File: src/rtl/seg7_scan_ctrl_if.sv
// Host-side load/enable signals and scanned display outputs of the 7-segment controller.
interface seg7_scan_ctrl_if #(
  parameter int unsigned NUM_DIGITS = 4
);
  logic                      enable;
  logic                      load_valid;
  logic [4*NUM_DIGITS-1:0]   load_data;
  logic [NUM_DIGITS-1:0]     load_dp;
  logic [NUM_DIGITS-1:0]     digit_en;
  logic [6:0]                segments;
  logic                      dp;
  logic                      frame_done;

  modport master (
    output enable, load_valid, load_data, load_dp,
    input  digit_en, segments, dp, frame_done
  );

  modport slave (
    input  enable, load_valid, load_data, load_dp,
    output digit_en, segments, dp, frame_done
  );
endinterface

File: src/rtl/seg7_scan_ctrl.sv
// Multiplexed 7-segment scanner: per-digit blank/show slots, double-buffered
// digit data that only switches over at frame boundaries.
module seg7_scan_ctrl #(
  parameter int unsigned NUM_DIGITS   = 4,
  parameter int unsigned SLOT_CYCLES  = 50000,
  parameter int unsigned BLANK_CYCLES = 500
) (
  input  logic             clk,
  input  logic             rst,
  seg7_scan_ctrl_if.slave  bus
);

  localparam int unsigned CNT_W = (SLOT_CYCLES > 1) ? $clog2(SLOT_CYCLES) : 1;
  localparam int unsigned IDX_W = (NUM_DIGITS > 1) ? $clog2(NUM_DIGITS) : 1;

  typedef enum logic [1:0] {
    ST_OFF   = 2'd0,
    ST_BLANK = 2'd1,
    ST_SHOW  = 2'd2
  } state_e;

  state_e                  state_q, state_d;
  logic [IDX_W-1:0]        idx_q, idx_d;
  logic [CNT_W-1:0]        cnt_q, cnt_d;
  logic [4*NUM_DIGITS-1:0] shadow_q, shadow_d;
  logic [NUM_DIGITS-1:0]   shadow_dp_q, shadow_dp_d;
  logic [4*NUM_DIGITS-1:0] active_q, active_d;
  logic [NUM_DIGITS-1:0]   active_dp_q, active_dp_d;
  logic                    pending_q, pending_d;
  logic [NUM_DIGITS-1:0]   digit_en_q, digit_en_d;
  logic [6:0]              seg_q, seg_d;
  logic                    dp_q, dp_d;
  logic                    frame_done_q, frame_done_d;
  logic                    boundary;
  logic [3:0]              nib;
  logic                    dp_sel;
  logic [NUM_DIGITS-1:0]   onehot;

  function automatic logic [6:0] decode(input logic [3:0] n);
    logic [6:0] s;
    case (n)
      4'd0:    s = 7'b0111111;
      4'd1:    s = 7'b0000110;
      4'd2:    s = 7'b1011011;
      4'd3:    s = 7'b1001111;
      4'd4:    s = 7'b1100110;
      4'd5:    s = 7'b1101101;
      4'd6:    s = 7'b1111101;
      4'd7:    s = 7'b0000111;
      4'd8:    s = 7'b1111111;
      4'd9:    s = 7'b1101111;
      default: s = '0;
    endcase
    return s;
  endfunction

  // The slot counter runs across the whole slot; BLANK covers the first
  // BLANK_CYCLES counts and SHOW the remainder.
  always_comb begin
    state_d      = state_q;
    idx_d        = idx_q;
    cnt_d        = cnt_q;
    frame_done_d = 1'b0;
    boundary     = 1'b0;

    if (!bus.enable) begin
      state_d = ST_OFF;
      idx_d   = '0;
      cnt_d   = '0;
    end else begin
      case (state_q)
        ST_OFF: begin
          state_d  = ST_BLANK;
          idx_d    = '0;
          cnt_d    = '0;
          boundary = 1'b1;
        end
        ST_BLANK: begin
          cnt_d = cnt_q + CNT_W'(1);
          if (cnt_q == CNT_W'(BLANK_CYCLES - 1)) state_d = ST_SHOW;
        end
        ST_SHOW: begin
          if (cnt_q == CNT_W'(SLOT_CYCLES - 1)) begin
            cnt_d   = '0;
            state_d = ST_BLANK;
            if (idx_q == IDX_W'(NUM_DIGITS - 1)) begin
              idx_d        = '0;
              boundary     = 1'b1;
              frame_done_d = 1'b1;
            end else begin
              idx_d = idx_q + IDX_W'(1);
            end
          end else begin
            cnt_d = cnt_q + CNT_W'(1);
          end
        end
        default: state_d = ST_OFF;
      endcase
    end
  end

  // A strobe landing on a frame boundary goes straight to the active buffer.
  always_comb begin
    shadow_d    = shadow_q;
    shadow_dp_d = shadow_dp_q;
    active_d    = active_q;
    active_dp_d = active_dp_q;
    pending_d   = pending_q;

    if (bus.load_valid) begin
      shadow_d    = bus.load_data;
      shadow_dp_d = bus.load_dp;
      pending_d   = 1'b1;
    end
    if (boundary) begin
      pending_d = 1'b0;
      if (bus.load_valid) begin
        active_d    = bus.load_data;
        active_dp_d = bus.load_dp;
      end else if (pending_q) begin
        active_d    = shadow_q;
        active_dp_d = shadow_dp_q;
      end
    end
  end

  always_comb begin
    nib    = '0;
    dp_sel = 1'b0;
    onehot = '0;
    for (int unsigned i = 0; i < NUM_DIGITS; i++) begin
      if (idx_d == IDX_W'(i)) begin
        nib       = active_d[4*i +: 4];
        dp_sel    = active_dp_d[i];
        onehot[i] = 1'b1;
      end
    end
    digit_en_d = '0;
    seg_d      = '0;
    dp_d       = 1'b0;
    if (state_d == ST_SHOW) begin
      digit_en_d = onehot;
      seg_d      = decode(nib);
      dp_d       = dp_sel;
    end
  end

  always_ff @(posedge clk or posedge rst) begin
    if (rst) begin
      state_q      <= ST_OFF;
      idx_q        <= '0;
      cnt_q        <= '0;
      shadow_q     <= '0;
      shadow_dp_q  <= '0;
      active_q     <= '0;
      active_dp_q  <= '0;
      pending_q    <= 1'b0;
      digit_en_q   <= '0;
      seg_q        <= '0;
      dp_q         <= 1'b0;
      frame_done_q <= 1'b0;
    end else begin
      state_q      <= state_d;
      idx_q        <= idx_d;
      cnt_q        <= cnt_d;
      shadow_q     <= shadow_d;
      shadow_dp_q  <= shadow_dp_d;
      active_q     <= active_d;
      active_dp_q  <= active_dp_d;
      pending_q    <= pending_d;
      digit_en_q   <= digit_en_d;
      seg_q        <= seg_d;
      dp_q         <= dp_d;
      frame_done_q <= frame_done_d;
    end
  end

  assign bus.digit_en   = digit_en_q;
  assign bus.segments   = seg_q;
  assign bus.dp         = dp_q;
  assign bus.frame_done = frame_done_q;

endmodule

File: src/flat_wrapper.sv
// flat-port wrapper written by rule: the top's interface ports become plain ports
module seg7_scan_ctrl_flat 
#(
  parameter int unsigned NUM_DIGITS   = 4,
  parameter int unsigned SLOT_CYCLES  = 50000,
  parameter int unsigned BLANK_CYCLES = 500
)
  (clk, rst, bus_enable, bus_load_valid, bus_load_data, bus_load_dp, bus_digit_en, bus_segments, bus_dp, bus_frame_done);
  seg7_scan_ctrl_if #(.NUM_DIGITS(NUM_DIGITS)) bus_i ();
  input  logic clk;
  input  logic rst;
  input wire logic [$bits(bus_i.enable)-1:0] bus_enable;
  input wire logic [$bits(bus_i.load_valid)-1:0] bus_load_valid;
  input wire logic [$bits(bus_i.load_data)-1:0] bus_load_data;
  input wire logic [$bits(bus_i.load_dp)-1:0] bus_load_dp;
  output wire logic [$bits(bus_i.digit_en)-1:0] bus_digit_en;
  output wire logic [$bits(bus_i.segments)-1:0] bus_segments;
  output wire logic [$bits(bus_i.dp)-1:0] bus_dp;
  output wire logic [$bits(bus_i.frame_done)-1:0] bus_frame_done;
  assign bus_i.enable = bus_enable;
  assign bus_i.load_valid = bus_load_valid;
  assign bus_i.load_data = bus_load_data;
  assign bus_i.load_dp = bus_load_dp;
  assign bus_digit_en = bus_i.digit_en;
  assign bus_segments = bus_i.segments;
  assign bus_dp = bus_i.dp;
  assign bus_frame_done = bus_i.frame_done;
  seg7_scan_ctrl #(.NUM_DIGITS(NUM_DIGITS), .SLOT_CYCLES(SLOT_CYCLES), .BLANK_CYCLES(BLANK_CYCLES)) u_core (.clk(clk), .rst(rst), .bus(bus_i));
endmodule
File: config.mk
export PLATFORM = sky130hd
export DESIGN_NAME = seg7_scan_ctrl_flat
export DESIGN_NICKNAME = d
export VERILOG_FILES = /design/src/rtl/seg7_scan_ctrl_if.sv /design/src/rtl/seg7_scan_ctrl.sv /design/src/flat_wrapper.sv
export SDC_FILE = /design/constraint.sdc
export NUM_CORES = 1
export LEC_CHECK = 0
export CAP_MARGIN = 10
export CORE_MARGIN = 2
export CORE_UTILIZATION = 49
export DETAILED_ROUTE_END_ITERATION = 6
export DONT_BUFFER_PORTS = 1
export GPL_TIMING_DRIVEN = 0
export SLEW_MARGIN = 25
export SYNTH_ARGS = -nofsm -noshare
export SYNTH_HDL_FRONTEND = slang
export SYNTH_SLANG_ARGS = --single-unit
File: constraint.sdc
create_clock -name clk -period 4.59 [get_ports clk]
set_clock_uncertainty 0.05 [all_clocks]
set_input_delay 1.377 -clock clk [delete_from_list [all_inputs] [get_ports clk]]
set_output_delay 1.377 -clock clk [all_outputs]
set_load 0.005 [all_outputs]
# [After elaboration in Yosys (flattened, before gate mapping)]
# Memory sizes are Yosys's and may differ from the RTL's.
# Cells that the tools add are included.
[totals] regBits=74 mem_bits_ro=112 input_bits=24 output_inout_bits=13 wordCells=68 mem_count=1
[mem_list] memory="(no name shown)" depth=16 width=7 read_ports=1 rd_ports_with_merged_regs=0 write_ports=0 line="seg7_scan_ctrl.sv:41" text="case (n)"
[op_classes] n_addsub=2 eq_ne=10 muxes=40 reduce_logical=3
[ops] op="$mux 16" n=5
[ops] op="$pmux 16 s3" n=1
[ops] op="$mux 4" n=8
[ops] op="$add 16x1->16 const B" n=1
[ops] op="$eq 16x16->1 const B" n=1
[ops] op="$eq 16x9->1 const B" n=1
[ops] op="$mux 1" n=16
[ops] op="$mux 2" n=6
[ops] op="$eq 2x2->1 const B" n=5
[ops] op="$mux 7" n=1
[ops] op="$pmux 2 s3" n=1
[ops] op="$eq 2x1->1 const B" n=2
[ops] op="$logic_not 2->1" n=2
[ops] op="$ne 4x1->1 const B" n=1
[ops] op="$pmux 2 s2" n=1
[ops] op="$add 2x1->2 const B" n=1
[ops] op="$pmux 1 s2" n=1
[ops] op="$reduce_bool 2->1" n=1

# [Longest topological paths before layout]
# Gate-level depths: netlist (run 1).
# An unclocked memory read counts as a cell.
[logic_depth] word_depth=12 mapped_depth=15 depth_no_buf=14

# [Worst setup path before layout (run 1)]
# No wires, ideal clock.
[synth_path] path_type="input-to-reg" from="input bus_load_valid" to="register u_core.seg_q[5], in the netlist u_core.bus.segments[5]" arrival_ns=4.135 required_ns=4.457 path_slack_ns=0.322 path_stages=11 cell_sequence="clkbuf_8 > or2_2 > clkdlybuf4s50_2 > nand4_1 > nand3_1 > mux2_4 > a211oi_2 > inv_1 > ha_1 > or4_1 > o21ai_0"
[synth_lines] element="start, declared" line="flat_wrapper.sv:13" text="input wire logic [$bits(bus_i.load_valid)-1:0] bus_load_valid;"
[synth_lines] element="$mux 16" line="seg7_scan_ctrl.sv:117" text="if (bus.load_valid) begin"
[synth_lines] element="$mux 16" line="seg7_scan_ctrl.sv:115" text="if (boundary) begin"
[synth_lines] element="net u_core.active_d[9]" line="seg7_scan_ctrl.sv:27" text="logic [4*NUM_DIGITS-1:0] active_q, active_d;"
[synth_lines] element="$mux 4 (2 in series)" line="seg7_scan_ctrl.sv:132" text="if (idx_d == IDX_W'(i)) begin"
[synth_lines] element="$mem_v2 16x7"
[synth_lines] element="$mux 7" line="seg7_scan_ctrl.sv:141" text="if (state_d == ST_SHOW) begin"
[synth_lines] element="net u_core.seg_d[5]" line="seg7_scan_ctrl.sv:31" text="logic [6:0] seg_q, seg_d;"
[synth_lines] element="end signal, assigned" line="seg7_scan_ctrl.sv:172" text="seg_q <= seg_d;"
[synth_lines] element="end, declared" line="seg7_scan_ctrl.sv:31"
# The timed path passes the listed nets, and every way through them passes these cells.
# A chain may end at the register's enable or synchronous reset.

# [Worst setup path after layout (run 1)]
[layout_path] from="input bus_load_valid" to="register u_core.seg_q[1], in the netlist u_core.bus.segments[1]"
[layout_via] elab_chain_cells=8
[layout_rtl] element="$mux 16" line="seg7_scan_ctrl.sv:117"
[layout_rtl] element="$mux 16" line="seg7_scan_ctrl.sv:115"
[layout_rtl] element="net u_core.active_d[0]" line="seg7_scan_ctrl.sv:27"
[layout_rtl] element="$mux 4 (4 in series)" line="seg7_scan_ctrl.sv:132"
[layout_rtl] element="$mem_v2 16x7"
[layout_rtl] element="$mux 7" line="seg7_scan_ctrl.sv:141"
[layout_rtl] element="net u_core.seg_d[1]" line="seg7_scan_ctrl.sv:31"
# The timed path passes the listed nets, and every way through them passes these cells.

==> impl_metrics.yaml, run 1 <==
setup_path:
  slowest_delay_ns: 0.44
  timing.critical_path.to_type: "register"
  critPathTopFamily: "buffers and inverters"
  cp.buffers_inverters: 6
  critical_path_class: "input pin to register"
  slowest_stage: "clkbuf_1"
  cp-startpoint: "bus_load_valid"
  worst_ep_required_time_ns: 4.81
  worstPathArrival_ns: 4.38
  crit_chain: "clkbuf_8 -> clkbuf_1 -> clkbuf_1 -> inv_1 -> nor2_1 -> a221oi_1 -> mux2i_1 -> o21ai_0 -> o22ai_1 -> inv_1 -> ha_1 -> inv_1 -> o21bai_1 -> a21oi_1"
  critPathLaunchType: "input pin"
  rrSetupSlack_ns: 0.60
  r2r-start: "u_core.cnt_q[0]"
  cpMostUsedCell: "inv_1"
  cp_max_fo: 10
timing:
  rsz0062_at_grt: "no"
  maxSlewViolCount: 0
  max_freq_mhz: 240
  max_slew_margin: 0.472
  setup_tns_ns: 0
  hold_viol: 0
  tightestPinTransition_ns: 0.785
  finalCritPeriodShare: 0.907
  finalSetupViolations: 0
  fin_crit_ns: 4.16
job:
  drv_cap: 0
final_layout:
  fillers: 690
  area_delta_synth_final_pct: 10.1
  drive_gt1_frac: 0.175
  multiInputGateArea_mm2: 0.00203
  fin_nets: 450
  antennaDiodeCount: 0
  seq_area_mm2: 0.00185
  stdcell_count: 523
floorplanning:
  die_area_mm2: 0.00906
  die_h_um: 95.2
  rows: 33
  core_mm2: 0.00813
  dieWidth_um: 95.2
  ios: 37
  initial_core_util: 0.501
global_route:
  grt.met2_usage: 0.358
  grt_pass1_wl_mm: 15.5
  gr-usage-met3: 0.0419
  busiest_layer: "met2"
  antenna_found_initial: 0
  grt_pass1_vias: 3118
  grt_util_met1: 0.301
  grt_overflow: 0
  track_usage: 0.224
  grt_max_degree: 51
outcome:
  status: "complete, no violations"
detailed_routing:
  drt-pass1-iter-count: 4
  ant_nets: 0
  drt_iter0_drc: 153
  wl_per_cell_um: 18.1
  drc: 0
  wirelength_mm: 9.46
  routed-via-count: 3131
  routed_via_density: 5.99
yosys:
  syn_avg_cell_area_um2: 10.2
  ys_ff_latch: 74
  synth-async-reset-ratio: 1.00
  ys_warn_count: 0
  yosysSeqAreaShare: 0.455
  synthesis.nets: 436
  synth_area_mm2: 0.00407
  ys_types: 76
  postSynthCellCount: 401
  yosysTopAreaCellShare: 0.455
  yosys-top-cells-area: "dfrtp_1 45%, mux2_2 5.0%, nor2_1 3.7%, ha_1 3.4%, nand3_1 2.8%"
  synth_edf_count: 0
  yosys.area.top_type: "dfrtp_1"
  post-synth-top-count-cell: "dfrtp_1"
  yosys-top-cells-count: "74 x dfrtp_1, 40 x nor2_1, 28 x nand2_1"
  synth_flop_cell: "dfrtp_1"
clock_network:
  cts_max_path_buffers: 2
  clkSinkCount: 74
  ctsResizeCount: 0
  cts-root-buf: "clkbuf_8"
  path_clk_slew_ns: 0.08
  cts_tree: "yes"
  cts-buffers-inserted: 9
  htreeDepth: 3
  insertion_delay_ns: 0.35
pwr:
  power_frac_seq: 0.455
  switching_share: 0.266
  ir_drop_mv: 0.171
  p_per_area_mw_per_mm2: 359
  design_power_total_mw: 1.61
  combPwrFrac: 0.174
  power.internal_mw: 1.18
  p_leak_nw: 1.89
  power_frac_clock: 0.371
  p_sw_uw: 428
placement:
  finalWeightedCongestion: 0.879
  numPortBuffers: 0
  placed_cells: 507
  hpwl_mm: 6.76
worst_hold_path:
  worst_hold_path_type: "register to register"
  min_from: "u_core.shadow_q[10]"
[flip-flops by register name (all words and copies together), names as in the netlist]
name                   flops
u_core.idx_q               2
u_core.bus.frame_done      1
u_core.bus.dp              1
u_core.active_dp_q         4
u_core.state_q             2
u_core.active_q           16
u_core.shadow_dp_q         4
u_core.cnt_q              16
u_core.pending_q           1
u_core.shadow_q           16
u_core.bus.segments        7
u_core.bus.digit_en        4
[layout by cell type, fill, tap and decap left out, types with 7 or more instances in the layout]
master and n:
a21oi_1 19, and3_1 8, clkbuf_1 7, clkbuf_8 12
dfrtp_1 74, ha_1 11, inv_1 14, mux2_2 18
mux2i_1 7, nand2_1 28, nand3_1 23, nand4_1 9
nor2_1 40, o21ai_0 18, o22ai_1 14, xor2_1 8
[repair_timing]
action,CTS,global route
hold buffers,0,0
endpoints found under the setup margin,0,2
buffers inserted,0,2
[per-layer routing]
layer / wire [um] / vias to the layer above
met5: 0 / -
met3: 361 / 14
met1: 4450 / 1557
met4: 123 / 0
li1: - / 1499
met2: 4530 / 61
[kinds of logic after synthesis]
group                      after synthesis  synth area share
DFF                                     74             0.455
adders and majority gates               11            0.0338
buffers and inverters                   34            0.0479
muxes                                   27            0.0743
xor gates and xnor gates                12            0.0258
and+or+nand+nor                        149             0.197
AOI/OAI and AO/OA                       94             0.167
[power groups by stage]
| stage | clock [mW] | sequential [mW] | combinational, mW |
|---|---|---|---|
| finish | 0.596 | 0.732 | 0.281 |
| CTS | 0.612 | 0.731 | 0.275 |
| global route | 0.638 | 0.738 | 0.315 |
| floorplan | 0 | 0.736 | 0.217 |
| detailed placement | 0 | 0.744 | 0.274 |
| global placement | 0 | 0.742 | 0.262 |
[final timing paths]
path | to | cells past startpoint
max | u_core.bus.segments[1] | 14
min | u_core.shadow_q[10] | 2
max reg2reg | u_core.bus.segments[5] | 12
min reg2reg | u_core.shadow_q[10] | 2
max in group asynchronous | u_core.active_q[1] | 2
min in group asynchronous | u_core.bus.segments[3] | 1
[worst reg2reg max path, stage by stage (launching register included)]
cell and delay (ns):
dfrtp_1 0.40, ha_1 0.24, or3b_4 0.44, nor4_4 0.56
mux2_4 0.37, a31oi_4 0.46, nor4_1 0.15, a211oi_2 0.21
buf_4 0.17, inv_1 0.06, ha_1 0.16, or4_1 0.53
o21ai_0 0.11
[final cells by class]
type	count	area share
buffer	17	0.0279
clock buffer	9	0.0276
clock inverter	5	0.0234
inverter	17	0.0162
multi-input combinational	293	0.453
sequential	74	0.413
tap	105	0.0293
timing repair buffer	3	0.00948
[stage by stage]
stage                     utilization  hold WS, ns  worst slack (ns)  area, um^2
final                           0.551        0.441             0.428        4490
after global routing            0.551        0.461             0.144        4490
after CTS                       0.550        0.444             0.134        4470
after detailed placement        0.521        0.421            -0.181        4240
after global placement          0.517        0.416            -0.114        4210
after floorplan                     -        0.395             0.322        4070
Power figures use the tool's default switching activity.
==> run 2: changes to the inputs <==
Settings changed: CAP_MARGIN 10 to unset.
==> results of run 2 <==
The final DEF is identical to that of run 1; final timing and power are the same.
==> run 3: changes to the inputs <==
Settings changed: CELL_PAD_IN_SITES_DETAIL_PLACEMENT set to 1, CELL_PAD_IN_SITES_GLOBAL_PLACEMENT set to 1, PLACE_DENSITY_LB_ADDON set to 0.1.
==> run 3 against run 2 <==
  * Setup slack improved by 0.089 ns
  * Sequential power barely moved
  * Count of clock-buffer cells in the layout rose by 1
  * Critical path depth fell by 3
  * Worst hold slack improved by 0.0082 ns
==> impl_metrics.yaml, run 3 (synthesized netlist as in run 1, its figures left out) <==
clock_network:
  insertion_delay_ns: 0.36
  cts-buffers-inserted: 9
  path_clk_slew_ns: 0.07
  htreeDepth: 3
  clkSinkCount: 74
  cts_tree: "yes"
  cts-root-buf: "clkbuf_8"
  cts_max_path_buffers: 2
  cts_hold_buf: 0
detailed_routing:
  wirelength_mm: 10.4
  routed_via_density: 6.06
  drc: 0
  ant_nets: 0
  routed-via-count: 3168
  drt-pass1-iter-count: 6
  wl_per_cell_um: 19.9
  drt_iter0_drc: 111
setup_path:
  r2r.worst_path.cells: 11
  critPathLaunchType: "register"
  rrSetupSlack_ns: 0.52
  r2r-start: "u_core.cnt_q[0]"
  cp_max_fo: 9
  worstPathArrival_ns: 4.27
  critical_path_class: "register to register"
  worst_ep_required_time_ns: 4.79
  r2r_end: "u_core.bus.segments[5]"
  timing.critical_path.to_type: "register"
timing:
  finalSetupViolations: 0
  setup_tns_ns: 0
  fin_crit_ns: 4.07
  max_slew_margin: 0.426
  tightestPinTransition_ns: 0.854
  setup_ws_ns: 0.517
  maxSlewViolCount: 0
  hold_viol: 0
  finalCritPeriodShare: 0.887
  max_freq_mhz: 246
  rsz0062_at_grt: "no"
floorplanning:
  die_h_um: 95.2
  dieWidth_um: 95.2
  die_area_mm2: 0.00906
  core_mm2: 0.00813
  ios: 37
  initial_core_util: 0.501
  rows: 33
pwr:
  p_per_area_mw_per_mm2: 352
  p_leak_nw: 1.88
  ir_drop_mv: 0.186
placement:
  finalWeightedCongestion: 0.842
  numPortBuffers: 0
  post-place-ws_ns: -0.209
  hpwl_mm: 7.60
worst_hold_path:
  hold_end: "u_core.shadow_q[3]"
  worst_hold_path_type: "register to register"
  min_from: "u_core.shadow_q[3]"
  whs_path_depth: 1
final_layout:
  fillers: 896
  drive_gt1_frac: 0.172
  multiInputGateArea_mm2: 0.00203
  area_delta_synth_final_pct: 9.21
  antennaDiodeCount: 0
  seq_area_mm2: 0.00185
  fin_util: 0.547
  final_common_cell: "dfrtp_1"
  final_cell_mix: "74 x dfrtp_1, 40 x nor2_1, 28 x nand2_1"
  fin_nets: 449
  reg_top3: "u_core.active_q: 16 flops, u_core.cnt_q: 16 flops, u_core.shadow_q: 16 flops"
global_route:
  track_usage: 0.245
  grt_pass1_wl_mm: 16.9
  grt_overflow: 0
  antenna_found_initial: 0
  grt_max_degree: 42
  grt_pass1_vias: 3354
job:
  drv_cap: 0
outcome:
  status: "complete, no violations"
run 3: changes by cell type in the layout (fill, tap and decap cells not counted), sizes merged:
cell    before  now
buf          8    7
clkinv       2    3
clkbuf      20   21
bufinv       3    2
run 3: how the worst max path moves through the flow:
stage | startpoint | to | slack, ns | cells after the start
2_1_floorplan | bus_load_valid | u_core.bus.segments[5] | 0.32 | 11
3_3_place_gp | bus_load_valid | u_core.bus.segments[5] | -0.15 | 11
3_5_place_dp | bus_load_valid | u_core.bus.segments[5] | -0.21 | 11
4_1_cts | u_core.cnt_q[0] | u_core.bus.segments[5] | 0.08 | 11
5_1_grt | bus_load_valid | u_core.bus.segments[1] | 0.25 | 14
6_report | u_core.cnt_q[0] | u_core.bus.segments[5] | 0.52 | 11
run 3: routing by layer:
metal | vias to the layer above | GRT usage | part of all wire
met5 | - | 0 | 0
met3 | 12 | 0.0451 | 0.031
met1 | 1619 | 0.323 | 0.45
met4 | 0 | 0.0809 | 0.016
met2 | 50 | 0.406 | 0.50
li1 | 1487 | - | -
run 3: area by class of cell:
type                       instances  share of cell area
buffer                            17              0.0281
inverter                          17              0.0163
multi-input combinational        293               0.457
clock inverter                     5              0.0180
sequential                        74               0.416
tap                              105              0.0295
clock buffer                      10              0.0287
timing repair buffer               2             0.00619
run 3: worst max-delay path, stage by stage, from the launching register on:
cell and delay, ns:
dfrtp_1 0.41, ha_1 0.26, or3b_4 0.45, nor4_4 0.57, mux2_4 0.37, a31oi_4 0.42, nor4_1 0.14, a211oi_2 0.33
inv_1 0.12, ha_1 0.19, or4_1 0.54, o21ai_0 0.13
run 3: power by group:
part / internal (mW) / total (mW) / leakage, nW / switching [mW]
clock: 0.302 / 0.548 / 0.0984 / 0.246
combinational: 0.118 / 0.286 / 0.846 / 0.168
sequential: 0.705 / 0.734 / 0.931 / 0.0281
run 3: what timing repair did:
action | CTS | global route
endpoints found under the setup margin | 0 | 2
resized for setup | 0 | 0
setup buffers | 0 | 1
run 3: stage by stage:
step	area, um^2	cells	power, mW	hold slack (ns)
floorplan	4070	401	0.953	0.395
global placement	4210	506	1.01	0.413
detailed placement	4230	507	1.03	0.426
CTS	4440	522	1.58	0.446
global route	4450	523	1.65	0.469
finish	4450	523	1.57	0.449
